--- src/rtl/i2s_pkg.sv ---
// Shared I2S constants: sample width, slot/frame geometry and counter widths.
package i2s_pkg;
  localparam int unsigned DATA_W     = 16;
  localparam int unsigned SLOT_BITS  = 32;
  localparam int unsigned FRAME_BITS = 64;
  localparam int unsigned BITCNT_W   = $clog2(FRAME_BITS);
  localparam int unsigned DIV_W      = 8;
endpackage

--- src/rtl/i2s_sck_gen.sv ---
// I2S bit-clock generator: divider, registered sck and a falling-edge strobe.
module i2s_sck_gen
  import i2s_pkg::*;
#(
  parameter int unsigned CLK_DIV = 16
) (
  input  logic clk,
  input  logic rst_n,
  output logic sck,
  output logic fall_c
);

  logic [DIV_W-1:0] div_q;
  logic             tc_c;

  assign tc_c   = (div_q == DIV_W'(CLK_DIV - 1));
  // Strobe is high on the cycle whose edge drives sck from 1 to 0.
  assign fall_c = tc_c && sck;

  always_ff @(posedge clk) begin
    if (!rst_n) begin
      div_q <= '0;
      sck   <= 1'b0;
    end else if (tc_c) begin
      div_q <= '0;
      sck   <= ~sck;
    end else begin
      div_q <= div_q + DIV_W'(1);
    end
  end

endmodule

--- src/rtl/i2s_transmit.sv ---
// I2S master transmitter: one-deep sample-pair holding register feeding a
// 64-bit-per-frame serializer with one-bit data delay and underrun reporting.
module i2s_transmit
  import i2s_pkg::SLOT_BITS, i2s_pkg::BITCNT_W;
#(
  parameter int unsigned CLK_DIV = 16,
  parameter int unsigned DATA_W  = i2s_pkg::DATA_W
) (
  input  logic              CLOCK_50,
  input  logic              resetn,
  input  logic              in_valid,
  output logic              in_ready,
  input  logic [DATA_W-1:0] data_left,
  input  logic [DATA_W-1:0] data_right,
  output logic              sck,
  output logic              ws,
  output logic              sd,
  output logic              underrun
);

  localparam int unsigned SLOT_W = $clog2(SLOT_BITS);

  logic                  fall_c;
  logic                  load_c;
  logic                  accept_c;
  logic [BITCNT_W-1:0]   bitcnt_q;
  logic [BITCNT_W-1:0]   bitcnt_inc_c;
  logic [SLOT_W-1:0]     slot_bit_c;
  logic [2*DATA_W-1:0]   shreg_q;
  logic [2*DATA_W-1:0]   shreg_nxt;
  logic                  hold_full_q;
  logic                  hold_full_nxt;
  logic [DATA_W-1:0]     hold_l_q;
  logic [DATA_W-1:0]     hold_r_q;
  logic                  ws_nxt;
  logic                  sd_nxt;
  logic                  underrun_nxt;

  i2s_sck_gen #(
    .CLK_DIV (CLK_DIV)
  ) u_sck_gen (
    .clk    (CLOCK_50),
    .rst_n  (resetn),
    .sck    (sck),
    .fall_c (fall_c)
  );

  assign accept_c     = in_valid && in_ready;
  assign load_c       = fall_c && (bitcnt_q == '1);
  assign bitcnt_inc_c = bitcnt_q + BITCNT_W'(1);
  assign slot_bit_c   = bitcnt_inc_c[SLOT_W-1:0];

  // Serializer next state; acceptance is applied after the load so a pair
  // arriving on the load cycle is held for the following frame.
  always_comb begin
    shreg_nxt     = shreg_q;
    hold_full_nxt = hold_full_q;
    ws_nxt        = ws;
    sd_nxt        = sd;
    underrun_nxt  = 1'b0;
    if (fall_c) begin
      ws_nxt = bitcnt_inc_c[BITCNT_W-1];
      sd_nxt = 1'b0;
      if (load_c) begin
        if (hold_full_q) begin
          shreg_nxt     = {hold_l_q, hold_r_q};
          hold_full_nxt = 1'b0;
        end else begin
          shreg_nxt    = '0;
          underrun_nxt = 1'b1;
        end
      end else if ((slot_bit_c >= SLOT_W'(1)) && (slot_bit_c <= SLOT_W'(DATA_W))) begin
        sd_nxt    = shreg_q[2*DATA_W-1];
        shreg_nxt = {shreg_q[2*DATA_W-2:0], 1'b0};
      end
    end
    if (accept_c) begin
      hold_full_nxt = 1'b1;
    end
  end

  always_ff @(posedge CLOCK_50) begin
    if (!resetn) begin
      bitcnt_q    <= '1;
      ws          <= 1'b1;
      sd          <= 1'b0;
      shreg_q     <= '0;
      hold_full_q <= 1'b0;
      in_ready    <= 1'b0;
      underrun    <= 1'b0;
    end else begin
      if (fall_c) begin
        bitcnt_q <= bitcnt_inc_c;
      end
      ws          <= ws_nxt;
      sd          <= sd_nxt;
      shreg_q     <= shreg_nxt;
      hold_full_q <= hold_full_nxt;
      in_ready    <= ~hold_full_nxt;
      underrun    <= underrun_nxt;
    end
  end

  // Payload is only meaningful while hold_full_q is set, so it needs no reset.
  always_ff @(posedge CLOCK_50) begin
    if (accept_c) begin
      hold_l_q <= data_left;
      hold_r_q <= data_right;
    end
  end

endmodule

--- config.mk ---
export PLATFORM = sky130hd
export DESIGN_NAME = i2s_transmit
export DESIGN_NICKNAME = d
export VERILOG_FILES = /design/src/rtl/i2s_pkg.sv /design/src/rtl/i2s_sck_gen.sv /design/src/rtl/i2s_transmit.sv
export SDC_FILE = /design/constraint.sdc
export NUM_CORES = 1
export LEC_CHECK = 0
export ABC_AREA = 1
export BUFFER_PORTS_ARGS = -buffer_cell sky130_fd_sc_hd__clkbuf_2
export CAP_MARGIN = 20
export CORE_UTILIZATION = 45
export DETAILED_ROUTE_END_ITERATION = 6
export PLACE_DENSITY = 0.64
export REMOVE_ABC_BUFFERS = 1
export SETUP_SLACK_MARGIN = 0.5
export SLEW_MARGIN = 5
export SYNTH_ARGS = -nofsm -noshare
export SYNTH_HDL_FRONTEND = slang
export SYNTH_HIERARCHICAL = 1
export SYNTH_SLANG_ARGS = --single-unit
--- constraint.sdc ---
create_clock -name CLOCK_50 -period 2.9 [get_ports CLOCK_50]
set_clock_uncertainty 0.2 [all_clocks]
set_input_delay 0.29 -clock CLOCK_50 [delete_from_list [all_inputs] [get_ports CLOCK_50]]
set_output_delay 0.29 -clock CLOCK_50 [all_outputs]
set_load 0.03 [all_outputs]
==> metrics, run 1 <==
status=finished, final reports clean; CP Launch Type=register; Cell Rows=32; Post-Syn Area=3700 um2; CP max-delay cell=dfxtp_2; WL/cell=11.5 um; setup slack after layout=0.667 ns; power per cell area=466 nW/um2; vias per std cell=4.76; # IOs=40; placed insts=544; Rel. slew slack=54.7%; largest net degree at the start of global routing=38; FF/Latch Area=1990 um2; CP Buf/Inv Count=4; # DRC=0; mux contribution to synthesized area=0%; TNS Setup=0 ns; Fmax=448 MHz; initial DRC count=94; clock sink total=83; Place WS=0.446 ns; Max Cap Viol=0; crit path capture type=register; reg2reg end=shreg_q[19]$_SDFFE_PN0P_; crit path from=u_sck_gen/div_q[0]$_SDFF_PP0_; CTS Root Cell=clkbuf_8; Lkg Pwr=2.01 nW; area delta synth->final=21.9%; Final Max Slew Viols=0; most frequent cells in the layout=94 x nand2_1, 51 x a21oi_1, 48 x dfxtp_1, 40 x nor2_1, 39 x clkbuf_2; Final Hold Fails=0; worst slew pin tran=0.679 ns; Worst EP required=2.99 ns; fraction of layout cells with a size suffix above 1=24.3%; largest family of logic cells by synthesized area=simple AND/OR/NAND/NOR gates; Seq/Total Area, Yosys=53.6%; RSZ-0062 raised after global routing=false; Avg Synthesized Cell Area=8.89 um2; Critical Path Max Stage Delay=0.36 ns; full die area=8590 um2; compound-gate portion of the synthesized area=13.3%; PortBufs=39; post-detail-place hpwl=4150 um; vias=2830; TritonCTS clock tree=yes; WP depth=13; first-pass GRT wire length=11600 um; Post-Synth Simple-Gate Area=25.0%; min Tclk post-route=2.23 ns; Synth Area in Adders=1.35%; die span in y=92.7 um; CTS Buffer Depth=2; worst ir drop on vdd=0.326 mV; vias in the first global route=2658; Antenna diodes=0; GRT overflow=0; Post-Layout Cell Count=595; clock latency on the worst-skew pair=0.35 ns; commonest non-fill, non-tap cell in the layout=nand2_1; GP Congestion=0.773; Final ANT Viol Nets=0; drt first pass iters=5; data arrival time of the worst path=2.32 ns; worst hold path type=in -> reg; Seq cells post-synth=83; Synth Area in XOR/XNOR=0%; yosys warns=6; FF-to-FF setup slack=0.67 ns; Worst Path Class, Setup=reg -> reg; gr usage total=17.0%; Core ar.=7850 um2; Yosys cell types=31; initial core utilization=47.1%; CP max FO=18; Layout fillers=708; worst path cell trace=ha_2, nand2_1, nor2_1, nand4_1, inv_2, nand2_4, nor3_4, buf_4, buf_6, clkbuf_16, nor2_2, or2_1, a21oi_2; Multi-input gate area=1470 um2; reg2reg path depth=13; H-tree levels=3; Hold Slack=0.0173 ns; reg2reg start=u_sck_gen/div_q[0]$_SDFF_PP0_; final period utilization=77.0%; Final #Nets=527; Setup Viol. Count Final=0; Post-Syn Instances=416; final wirelength=6870 um; Reg clk slew, reported paths=0.08 ns; Inserted Clock Buffers=9; cell family with most CP delay=simple AND/OR/NAND/NOR gates; initial antenna violation count=0; Worst Setup EP=shreg_q[19]$_SDFFE_PN0P_; Core Util, Final=57.4%; DIE WIDTH=92.7 um
## flip-flops by register name, summed over array words and instances (netlist names)
| signal | count |
|---|---|
| shreg_q | 32 |
| ws | 1 |
| u_sck_gen/div_q | 8 |
| u_sck_gen/sck | 1 |
| underrun | 1 |
| hold_r_q | 16 |
| in_ready | 1 |
| sd | 1 |
| hold_l_q | 16 |
| bitcnt_q | 5 |
| hold_full_q | 1 |
## where the power goes
part	internal [mW]	switching (mW)	total, mW
clock	0.315	0.427	0.742
combinational	0.0550	0.0551	0.110
sequential	1.24	0.00993	1.25
total	1.61	0.492	2.10
## logic make-up (layout without fill, tap and decap cells)
family | Yosys count | in the layout
AO/OA/AOI/OAI | 82 | 82
buffers and inverters | 49 | 126
AND/OR/NAND/NOR | 198 | 198
adder cells (fa/ha/maj) | 4 | 4
flip-flops | 83 | 83
## what timing repair did
action	4_1_cts	5_1_grt
setup buffers	0	2
pin swaps	0	1
setup endpoints to repair	22	30
endpoints found under the hold margin	32	0
gates resized for setup	1	9
cloned	0	1
hold buffers	32	0
## final cells by class
type                            instances  area share [%]
Clock buffer                            9            2.75
Clock inverter                          7            1.14
Inverter                               27            2.36
Multi-Input combinational cell        284            32.6
Sequential cell                        83            44.1
Tap cell                              102            2.83
Timing Repair Buffer                   83            14.3
## worst min path at each step
stage | start | to | slack, ns | cells after the start
after floorplan | data_left[0] | hold_l_q[0]$_DFFE_PP_ | 0.19 | 0
after global placement | u_sck_gen/div_q[0]$_SDFF_PP0_ | u_sck_gen/div_q[0]$_SDFF_PP0_ | 0.24 | 1
after detailed placement | u_sck_gen/div_q[0]$_SDFF_PP0_ | u_sck_gen/div_q[0]$_SDFF_PP0_ | 0.25 | 1
after CTS | resetn | shreg_q[2]$_SDFFE_PN0P_ | 0.008 | 3
after global routing | resetn | shreg_q[2]$_SDFFE_PN0P_ | 0.01 | 3
final | resetn | shreg_q[2]$_SDFFE_PN0P_ | 0.02 | 3
## synthesized netlist by cell type
cell | n | area (um2)
clkbuf_1 | 9 | 33.8
a31oi_1 | 1 | 6.26
nor3_4 | 1 | 16.3
buf_12 | 1 | 20.0
nand4_1 | 5 | 31.3
a21oi_2 | 20 | 175
edfxtp_1 | 32 | 961
nand3b_1 | 1 | 7.51
buf_4 | 3 | 22.5
buf_2 | 3 | 15.0
buf_1 | 1 | 3.75
nor2_1 | 40 | 150
o21ai_2 | 1 | 8.76
dfxtp_1 | 51 | 1020
a21oi_1 | 51 | 255
or2_0 | 1 | 6.26
or2_2 | 8 | 50.1
buf_6 | 5 | 56.3
nor2_2 | 11 | 68.8
nand2_2 | 1 | 6.26
or2_1 | 20 | 125
nand2_4 | 1 | 11.3
nor3_1 | 2 | 10.0
inv_1 | 25 | 93.8
o21ai_0 | 9 | 45.0
nand3_1 | 10 | 50.1
ha_1 | 4 | 50.1
nand2_1 | 94 | 353
nand3_2 | 2 | 20.0
inv_2 | 2 | 7.51
nand3_4 | 1 | 17.5
## metal layers
metal / vias to the layer above / wire, um / track usage [%] / part of all wire, %
li1: 1499 / - / - / -
met1: 1270 / 3210 / 19.7 / 47
met2: 51 / 3320 / 30.3 / 48
met3: 10 / 247 / 4.19 / 3.6
met4: 0 / 89 / 6.15 / 1.3
met5: - / 0 / 0 / 0
## per-stage QoR
step | instance area (um2) | total power [mW]
after detailed placement | 3950 | 1.35
after global placement | 3950 | 1.35
final | 4510 | 2.10
after CTS | 4450 | 2.12
after floorplan | 3550 | 1.31
after global routing | 4510 | 2.18
## worst reg2reg max path: stages, from the launching register on
cell and delay [ns]:
dfxtp_2 0.36, ha_2 0.20, nand2_1 0.07, nor2_1 0.10, nand4_1 0.12, inv_2 0.10, nand2_4 0.06, nor3_4 0.10
buf_4 0.17, buf_6 0.11, clkbuf_16 0.17, nor2_2 0.05, or2_1 0.24, a21oi_2 0.12
(Power assumes the default switching activity.)
==> run 2: changes to the inputs <==
Settings changed: ABC_AREA 1 to 0.
Clock period 2.9 ns to 2.25 ns, I/O delays scaled along.
==> run 2 against run 1 <==
Against the previous run: the flow now finishes with violations (negative setup slack); setup slack worse by 0.83 ns; sequential power up 30%; sequential share of layout area shrank 3.1 points; critical path depth fell by 4; global-route usage increased by 1.1 points; largest power group unchanged; synthesized cell count down 25%; first-iteration DRC count increased by 9.6%; non-clock buffer count increased by 27; fmax down 7.3%; flip-flop and latch count stayed put; cell area is 7.5% higher.
==> metrics, run 2 <==
top-count cell post-synth=dfxtp_1; Setup Viol. Count Final=35; Multi-input gate area=1540 um2; Cell Rows=32; vias=2704; TNS Setup=-3.25 ns; yosys warns=6; power per cell area=604 nW/um2; Worst Path Class, Setup=reg -> reg; drt first pass iters=4; setup slack after layout=-0.159 ns; final cell area excluding filler cells=4840 um2; Critical Path Max Stage Delay=0.55 ns; CP Launch Type=register; vias per std cell=5.24; GRT overflow=0; area delta synth->final=33.9%; Top reg by flops=shreg_q; FF/Latch Area=1980 um2; Final ANT Viol Nets=0; Post-Syn Area=3620 um2; Place WS=-0.175 ns; cell taking the most area after synthesis=dfxtp_1; placed insts=458; WL/cell=14.8 um; Power, Total=2.92 mW; ys async rst share=0%; reg2reg path depth=9; Regs by FF count=shreg_q x32, hold_l_q x16, hold_r_q x16; clock sink total=83; number of enable flip-flop cells after synthesis=32; area share of the largest cell type after synthesis=28.2%; data arrival time of the worst path=2.45 ns; Final Max Slew Viols=0; # IOs=40; Final #Nets=448; PortBufs=39; Antenna diodes=0; Core ar.=7770 um2; Avg Synthesized Cell Area=11.6 um2; CTS Root Cell=clkbuf_8; WP depth=9; worst path cell trace=or4_4, nor3_4, and4_1, buf_4, buf_6, nand3_4, buf_12, a21oi_1, a2111oi_2; Largest register FFs=32; Seq cells post-synth=83; most frequent cells in the layout=50 x dfxtp_1, 39 x clkbuf_2, 34 x nor2_1, 33 x dlygate4sd3_1, 32 x edfxtp_1; DIE WIDTH=91.7 um; largest net degree at the start of global routing=38; crit path capture type=register; worst ir drop on vdd=0.291 mV; CP Buf/Inv Count=3; Worst EP required=2.29 ns; RSZ-0062 raised after global routing=true; clock latency on the worst-skew pair=0.36 ns; GP Congestion=0.815; CP max FO=10; full die area=8400 um2; top_reg_cell synth=dfxtp_1; vias in the first global route=2534; die span in y=91.7 um; Post-Layout Cell Count=516; Rel. slew slack=67.1%; Yosys cell types=40; commonest non-fill, non-tap cell in the layout=dfxtp_1; Core Util, Final=62.4%; Layout fillers=640; Post-Syn Instances=313; initial antenna violation count=0; Max Cap Viol=0; Final Hold Fails=0; gr usage total=18.2%; post-detail-place hpwl=4310 um; Fmax=415 MHz; CTS Buffer Depth=2; TritonCTS clock tree=yes; Hold Slack=0.285 ns; worst hold path depth=2; cell family with most CP delay=simple AND/OR/NAND/NOR gates; Lkg Pwr=1.82 nW; Inserted Clock Buffers=9; initial DRC count=103; CP max-delay cell=or4_4; final period utilization=107%; initial core utilization=46.6%; H-tree levels=3; Post-DP Area=4080 um2; worst slew pin tran=0.494 ns; first-pass GRT wire length=11800 um; worst hold path type=reg -> reg; # DRC=0; largest cells by area after synthesis=dfxtp_1 28%, edfxtp_1 27%, a2111oi_2 12%; failing checks=negative setup slack; Reg clk slew, reported paths=0.08 ns; status=finished, violations left; min Tclk post-route=2.41 ns; final wirelength=7620 um; fraction of layout cells with a size suffix above 1=38.9%; top post-synthesis cells by count=51 x dfxtp_1, 39 x a21oi_1, 34 x nor2_1; Seq/Total Area, Yosys=54.8%
[run 2: path summary, 6_finish.rpt]
path	from	to	slack, ns
max	u_sck_gen/div_q[5]$_SDFF_PP0_	shreg_q[6]$_SDFFE_PN0P_	-0.16
max reg2reg	u_sck_gen/div_q[5]$_SDFF_PP0_	shreg_q[6]$_SDFFE_PN0P_	-0.16
min reg2reg	shreg_q[0]$_SDFFE_PN0P_	shreg_q[0]$_SDFFE_PN0P_	0.29
min	shreg_q[0]$_SDFFE_PN0P_	shreg_q[0]$_SDFFE_PN0P_	0.29
[run 2: metal layers]
metal	part of all wire, %	vias to the layer above	GRT usage [%]	wire length, um
met5	0	-	0	0
met4	1.2	0	6.61	95
met3	3.7	11	6.38	282
met2	47	46	27.7	3580
met1	48	1284	23.8	3660
li1	-	1363	-	-
[run 2: where the power goes]
part / switching [mW] / internal [mW] / leakage [nW]
clock network: 0.519 / 0.612 / 0.108
logic: 0.0858 / 0.0900 / 1.00
registers: 0.0173 / 1.60 / 0.709
total: 0.622 / 2.30 / 1.82
[run 2: repair_timing]
| action | CTS | global route |
|---|---|---|
| hold endpoints to repair | 38 | 0 |
| gates resized for setup | 10 | 20 |
| endpoints found under the setup margin | 46 | 43 |
| hold buffers | 33 | 0 |
| cloned | 0 | 4 |
| buffers inserted | 3 | 2 |
| pin swaps | 2 | 2 |
[run 2: logic make-up after synthesis]
logic type | count (synthesis) | synth area share [%]
compound gates | 84 | 20.2
flops | 83 | 54.8
simple gates | 102 | 16.4
mux | 2 | 0.553
xor+xnor | 5 | 1.21
buf+inv | 33 | 5.50
fa+ha+maj | 4 | 1.38
[run 2: tightest hold or removal path, delay by kind of cell (launching register included)]
kind            cells  cell delay, ns
simple gates        1            0.07
flops               1            0.31
compound gates      1            0.06
[run 2: layout make-up]
| cell class | instances | area share (%) |
|---|---|---|
| multi-input cells | 197 | 31.8 |
| clock buffers | 9 | 2.56 |
| repair buffers | 110 | 19.7 |
| well taps | 102 | 2.63 |
| flip-flops and latches | 83 | 40.9 |
| clock inverters | 7 | 1.70 |
| inverters | 8 | 0.620 |
